--- config.mk ---
export PLATFORM = sky130hd
export DESIGN_NAME = view_mode_ctrl
export DESIGN_NICKNAME = d
export VERILOG_FILES = /design/src/rtl/view_mode_ctrl.sv
export SDC_FILE = /design/constraint.sdc
export NUM_CORES = 1
export LEC_CHECK = 0
export ABC_AREA = 1
export BUFFER_PORTS_ARGS = -buffer_cell sky130_fd_sc_hd__buf_2
export CORE_MARGIN = 4
export CORE_UTILIZATION = 35
export CTS_CLUSTER_SIZE = 8
export DETAILED_ROUTE_END_ITERATION = 16
export PLACE_DENSITY = 0.61
export SLEW_MARGIN = 20
export SYNTH_ARGS = -nofsm -noshare
export SYNTH_HDL_FRONTEND = slang
export SYNTH_SLANG_ARGS = --single-unit
--- constraint.sdc ---
create_clock -name clk -period 4.1 [get_ports clk]
set_input_delay 0.205 -clock clk [delete_from_list [all_inputs] [get_ports clk]]
set_output_delay 0.205 -clock clk [all_outputs]
set_load 0.1 [all_outputs]
--- src/rtl/view_mode_ctrl.sv ---
// Purpose  : display-mode sequencer for the camera datapath (grid overlay, full/half geometry);
//            debounces a user button, queues mode changes and applies them only at frame boundaries.
// Latency  : press event 3 + DEBOUNCE_CYC cycles after a clean button edge; the mode applies on the frame-end pixel edge.
// Backpress: none; the camera write stream is observed only, and presses are accumulated into one queued target.
//
// Optional feature: define MODE_TIMEOUT_EN to force a queued change through after TIMEOUT_CYC cycles
// without a frame end (stalled or absent camera).
//
// Ports:
//   clk, rst_n           clock, asynchronous active-low reset
//   i_btn                raw user button (asynchronous, active-high)
//   i_we/i_line/i_pixel  camera write stream, shared with the overlay stage
//   o_overlay_en         grid overlay enable (mode bit 0)
//   o_imag_resized       half-size geometry select (mode bit 1)
//   o_imag_depth/width   active frame geometry
//   o_mode               active mode: 0 RAW_FULL, 1 GRID_FULL, 2 RAW_HALF, 3 GRID_HALF
//   o_pending            a mode change is queued
//   o_frame_end          1-cycle pulse after the last pixel of a frame
module view_mode_ctrl #(
  parameter int CAM_LINE     = 9,
  parameter int CAM_PIXEL    = 10,
  parameter int FULL_DEPTH   = 480,
  parameter int FULL_WIDTH   = 640,
  parameter int HALF_DEPTH   = 240,
  parameter int HALF_WIDTH   = 320,
  parameter int DEBOUNCE_CYC = 1000000,
  parameter int TIMEOUT_CYC  = 4000000
) (
  input  logic                 clk,
  input  logic                 rst_n,
  input  logic                 i_btn,
  input  logic                 i_we,
  input  logic [CAM_LINE-1:0]  i_line,
  input  logic [CAM_PIXEL-1:0] i_pixel,
  output logic                 o_overlay_en,
  output logic                 o_imag_resized,
  output logic [CAM_LINE-1:0]  o_imag_depth,
  output logic [CAM_PIXEL-1:0] o_imag_width,
  output logic [1:0]           o_mode,
  output logic                 o_pending,
  output logic                 o_frame_end
);

  localparam logic [CAM_LINE-1:0]  DEPTH_FULL = CAM_LINE'(FULL_DEPTH);
  localparam logic [CAM_LINE-1:0]  DEPTH_HALF = CAM_LINE'(HALF_DEPTH);
  localparam logic [CAM_PIXEL-1:0] WIDTH_FULL = CAM_PIXEL'(FULL_WIDTH);
  localparam logic [CAM_PIXEL-1:0] WIDTH_HALF = CAM_PIXEL'(HALF_WIDTH);

  localparam int              DB_W    = $clog2(DEBOUNCE_CYC);
  localparam logic [DB_W-1:0] DB_LAST = DB_W'(DEBOUNCE_CYC - 1);

  typedef enum logic {
    IDLE    = 1'b0,
    PENDING = 1'b1
  } state_t;

  state_t state;
  logic [1:0] target;

  // ---------------------------------------------------------------------------
  // Button path: 2-FF synchronizer, then a stability counter on the synced level.
  // btn_prev is the synced level one cycle earlier; any difference restarts the count.
  // ---------------------------------------------------------------------------
  logic            btn_s1;
  logic            btn_s2;
  logic            btn_prev;
  logic            db_level;
  logic [DB_W-1:0] db_cnt;
  logic            db_stable;
  logic            db_done;
  logic            press;

  assign db_stable = (btn_s2 == btn_prev);
  assign db_done   = db_stable && (db_cnt == DB_LAST);
  // Only the 0->1 transition of the accepted level is an event; release is silent.
  assign press     = db_done && btn_s2 && !db_level;

  always_ff @(posedge clk or negedge rst_n) begin
    if (!rst_n) begin
      btn_s1   <= 1'b0;
      btn_s2   <= 1'b0;
      btn_prev <= 1'b0;
      db_level <= 1'b0;
      db_cnt   <= '0;
    end else begin
      btn_s1   <= i_btn;
      btn_s2   <= btn_s1;
      btn_prev <= btn_s2;
      if (!db_stable) begin
        db_cnt <= '0;
      end else if (db_cnt != DB_LAST) begin
        db_cnt <= db_cnt + DB_W'(1);
      end else begin
        // Counter saturates here so the level keeps tracking until the next change.
        db_level <= btn_s2;
      end
    end
  end

  // ---------------------------------------------------------------------------
  // Frame end is decoded against the geometry currently driven, so a frame in
  // half-size mode ends at the half-size corner pixel.
  // ---------------------------------------------------------------------------
  logic frame_hit;

  assign frame_hit = i_we &&
                     (i_line  == o_imag_depth - CAM_LINE'(1)) &&
                     (i_pixel == o_imag_width - CAM_PIXEL'(1));

  // ---------------------------------------------------------------------------
  // Forced apply when the camera stops delivering frames.
  // ---------------------------------------------------------------------------
  logic timeout;

`ifdef MODE_TIMEOUT_EN
  localparam int              TO_W    = $clog2(TIMEOUT_CYC);
  localparam logic [TO_W-1:0] TO_LAST = TO_W'(TIMEOUT_CYC - 1);

  logic [TO_W-1:0] to_cnt;

  assign timeout = (state == PENDING) && (to_cnt == TO_LAST);

  // Held at zero outside PENDING so every queued change gets the full window.
  always_ff @(posedge clk or negedge rst_n) begin
    if (!rst_n) begin
      to_cnt <= '0;
    end else if ((state != PENDING) || frame_hit || timeout) begin
      to_cnt <= '0;
    end else begin
      to_cnt <= to_cnt + TO_W'(1);
    end
  end
`else
  // Without the timeout a queued change waits for a real frame end; the
  // timeout length has no effect in this build.
  logic [31:0] cfg_unused;

  assign timeout    = 1'b0;
  assign cfg_unused = 32'(TIMEOUT_CYC);
`endif

  // ---------------------------------------------------------------------------
  // Mode FSM with registered outputs. Geometry/overlay outputs are written in
  // the same step as o_mode so they can never disagree.
  // ---------------------------------------------------------------------------
  logic apply;

  assign apply = frame_hit || timeout;

  always_ff @(posedge clk or negedge rst_n) begin
    if (!rst_n) begin
      state          <= IDLE;
      target         <= 2'd0;
      o_mode         <= 2'd0;
      o_overlay_en   <= 1'b0;
      o_imag_resized <= 1'b0;
      o_imag_depth   <= DEPTH_FULL;
      o_imag_width   <= WIDTH_FULL;
      o_pending      <= 1'b0;
      o_frame_end    <= 1'b0;
    end else begin
      o_frame_end <= frame_hit;
      case (state)
        IDLE: begin
          // A frame end in IDLE has nothing to apply.
          if (press) begin
            target    <= o_mode + 2'd1;
            state     <= PENDING;
            o_pending <= 1'b1;
          end
        end
        PENDING: begin
          if (apply) begin
            o_mode         <= target;
            o_overlay_en   <= target[0];
            o_imag_resized <= target[1];
            o_imag_depth   <= target[1] ? DEPTH_HALF : DEPTH_FULL;
            o_imag_width   <= target[1] ? WIDTH_HALF : WIDTH_FULL;
            if (press) begin
              // Same-cycle press queues one step past the mode just applied.
              target <= target + 2'd1;
            end else begin
              state     <= IDLE;
              o_pending <= 1'b0;
            end
          end else if (press) begin
            target <= target + 2'd1;
          end
        end
        default: begin
          state     <= IDLE;
          o_pending <= 1'b0;
        end
      endcase
    end
  end

endmodule

# == Word level (Yosys, flattened, before mapping) ==
# Cells that the tools add are included.
# totals
ff_bits,52
latch_bits,0
mem_bits_rw,0
rom_bits,0
in_bits,23
elab_cells,55
memories,0
# classes
addsub,5
n_mul,0
div_mod_pow,0
n_lt_le_gt_ge,0
n_eq_ne,10
n_shift,0
n_mux,14
bitwise_logic,2
reduce_logical,10
# ops
cell,n
$mux 20,2
$add 20x1->20 const B,1
$eq 20x20->1 const B,1
$ne 20x20->1 const B,1
$eq 10x10->1,1
$mux 10,1
$sub 10x1->10 const B,1
$eq 9x9->1,1
$mux 9,1
$sub 9x1->9 const B,1
$ne 2x1->1 const B,3
$reduce_and 2->1,3
$logic_and 1x1->1,5
$mux 1,5
$add 2x1->2 const B,2
$mux 2,2
$ne 2x2->1 const B,2
$pmux 1 s2,2
$pmux 2 s2,1
$reduce_and 3->1,1
$not 1->1,2
$eq 1x1->1,1
$logic_not 1->1,1

# == Longest topological paths before layout ==
# depth
word_depth,7
ltp_mapped,11
ltp_nobuf,11

# == Worst setup path before layout ==
# OpenSTA, ideal clock, no wires.
# synth_path
path_type,register to register
start,register o_imag_depth[4]
end,register o_mode[0]
arrival_time_ps,2158
path_slack_ps,1817
stages_incl_launch_ff,11
path_buffers,0
period_less_slack_ps,2283
cell_sequence,dfrtp_1 > inv_2 > ha_1 > nand2_1 > o21ai_0 > nor2_1 > nand3_1 > nor2_2 > nand2_1 > nand2_1 > o21ai_1
# synth_between
elab_chain_len,5
# synth_rtl
item,line_no,text
start: declaration,37,"output logic [CAM_LINE-1:0] o_imag_depth,"
start signal: assignment,177,o_imag_depth <= target[1] ? DEPTH_HALF : DEPTH_FULL;
$sub 9x1->9,107,(i_line == o_imag_depth - CAM_LINE'(1)) &&
$eq 9x9->1,107,
$logic_and 1x1->1,106,assign frame_hit = i_we &&
$logic_and 1x1->1,107,
named net apply,146,logic apply;
$reduce_and 2->1 (no line),-,
end signal: assignment,174,o_mode <= target;
end: declaration,39,"output logic [1:0] o_mode,"
# The timed path passes the listed nets, and every way through them passes these cells.
# A chain may end at the register's enable or synchronous reset.

# == Worst setup path after layout ==
# Same ends and word-level chain as after synthesis.

==> out/metrics.cfg <==
[run_status]
status = complete, no violations

[cts]
clockRootBuffer = clkbuf_8
cts_buffer_depth = 2
cts_tree = built
clock_latency_ns = 0.28
numCtsBuffers = 5
clock_sinks = 32
postCtsHoldBufs = 1
post_cts_resized = 0
htreeDepth = 2
clk_pin_slew_ns = 0.06
post_cts_buffers = 0

[setup_path]
worstPathArrival_ns = 2.04
required_ns = 4.27
cp_cell_sequence = inv_2, ha_1, nand2_1, o21ai_0, nor2_1, nand3_1, nor2_2, nand2_1, nand2_1, o21ai_1
cp_num_cells = 10
path_max_fanout = 11
critPathTopFamily = simple AND/OR/NAND/NOR gates
crit_top_cell = nand2_1
r2r_cells = 10
worstSetupPathType = reg -> reg
crit_path_start_kind = flip-flop
cpPeakStageDelay_ns = 0.55
cp_num_buf_inv = 1
cp-end-kind = flip-flop
slowest_stage = dfrtp_1

[pwr]
powerDensity_nw_per_um2 = 289
peakVddDrop_v = 0.000106
p_total_uw = 663
p_leak_nw = 1.12

[timing]
clock_skew_ns = 0.00409
setup_viol = 0
fin_crit_sh_pct = 45.7
max_freq_mhz = 533
tightestPinTransition_ns = 0.688
hold_violations = 0
holdWs_ns = 0.0421
rsz0062_at_grt = false
fin_crit_ns = 1.88
fin_tns_setup_ns = 0
maxSlewViolCount = 0
maxSlewHeadroom_pct = 54.1

[routing]
drc = 0
vias = 1747
dr.pass1.iters = 4
drtIter0Drc = 80
routedWlPerCell_um = 10.7
dr_wl_met3_um = 205
top_layer = met4
detail-route-antenna-nets = 0
wl_met2_um = 1900
drt-met1-wl_um = 1900
viasPerCell = 4.57
drt_wl_total_um = 4080

[synthesis]
synth-seq-area-share_pct = 39.2
ys.flop_type = dfrtp_1
syn_area_per_cell_um2 = 7.39
yosysWarnings = 0
ys_seq_elements = 32
async_flop_share_pct = 100
synth_area_um2 = 2050
synth_edf_count = 0
yosysUniqueCellTypes = 33
synth_cells = 277

[grt]
grt_pass1_wl_um = 7090
track_usage_pct = 12.0
grt_start_max_net_pins = 33
overflow = 0
grt_pass1_vias = 1627
antenna_found_initial = 0

[placed_design]
port_buffers = 34
dp.final_hpwl_um = 3220
place_area_um2 = 2190
routabilityCongestion = 0.783
dp.cells = 373

[final_layout]
drive_gt1_share_pct = 20.0
reg_top3 = db_cnt (20), target (2)
largest_reg_flops = 20
antenna_cells = 0
synthToLayoutAreaGrowth_pct = 12.2
design_area_um2 = 2290
finalNonFillerCells = 382
regMostFlops = db_cnt
finalNetCount = 335

[run]
maxCapViolCount = 0

[hold_path]
worstHoldPathType = in -> reg
hold_depth = 1

[floorplanning]
io-pin-count = 48
core_area_um2 = 5570
die_h_um = 84.5
start_util_pct = 36.7
dieArea_um2 = 7130
rows = 27
die_w_um = 84.5

cells by family after synthesis:
kind of cell,count (synthesis),synth area share (%)
other,2,0.367
buffers and inverters,59,14.6
adders and majority gates,3,1.84
and+or+nand+nor,139,32.1
DFF,32,39.2
AOI/OAI and AO/OA,35,8.93
xor gates and xnor gates,7,3.00
metrics by stage:
step           util, %  setup WS, ns
6_report          41.2          2.22
5_1_grt           41.2          2.04
4_1_cts           41.2          2.20
3_5_place_dp      39.3          2.21
3_3_place_gp      39.3          2.26
2_1_floorplan        -          1.82
report_power, final:
part           switching (mW)  internal (mW)
Sequential            0.00362          0.320
Combinational          0.0771         0.0170
Clock                   0.111          0.134
Yosys cell counts (5+ instances only):
cell	number	share of area (%)
nand2_1	59	11
dfrtp_1	31	38
inv_1	31	5.7
nor2_1	29	5.3
buf_4	20	7.3
nand3_1	17	4.2
a21oi_1	12	2.9
o21ai_0	11	2.7
nor3_1	8	2.0
o21ai_1	8	2.0
nand4_1	7	2.1
inv_2	5	0.92
final cells by class:
| class | count | area, µm² |
|---|---|---|
| Clock buffer | 6 | 82.6 |
| Timing Repair Buffer | 35 | 180 |
| Tap cell | 72 | 90.1 |
| Sequential cell | 32 | 802 |
| Inverter | 38 | 143 |
| Multi-Input combinational cell | 197 | 987 |
| Clock inverter | 2 | 10.0 |
| Fill cell | 591 | 3280 |
worst paths after layout:
| path | startpoint | endpoint | slack (ns) |
|---|---|---|---|
| max in group asynchronous | rst_n | db_cnt[14] | 3.15 |
| max reg2reg | o_imag_depth[4] | o_mode[0] | 2.22 |
| max | o_imag_depth[4] | o_mode[0] | 2.22 |
| min reg2reg | btn_s1 | btn_s2 | 0.36 |
| min | i_btn | btn_s1 | 0.04 |
| min in group asynchronous | rst_n | db_cnt[3] | 0.50 |
layer usage:
layer | vias to the layer above | track usage, %
met3 | 7 | 2.94
met5 | - | 0
met4 | 0 | 4.75
met2 | 40 | 19.5
li1 | 923 | -
met1 | 777 | 15.4
placed cells by master (no fill, tap or decap), types with 4 or more instances in the layout:
master,n
conb_1,13
inv_1,31
nor2_2,4
nor2_1,29
o21ai_0,11
nor3_1,8
nand4_1,7
dfrtp_1,31
buf_2,34
nand3_1,17
nand2_1,59
o21ai_1,8
inv_2,5
xnor2_1,4
a21oi_1,12
clkbuf_8,6
Note: power is estimated with default switching activity, not from simulation.
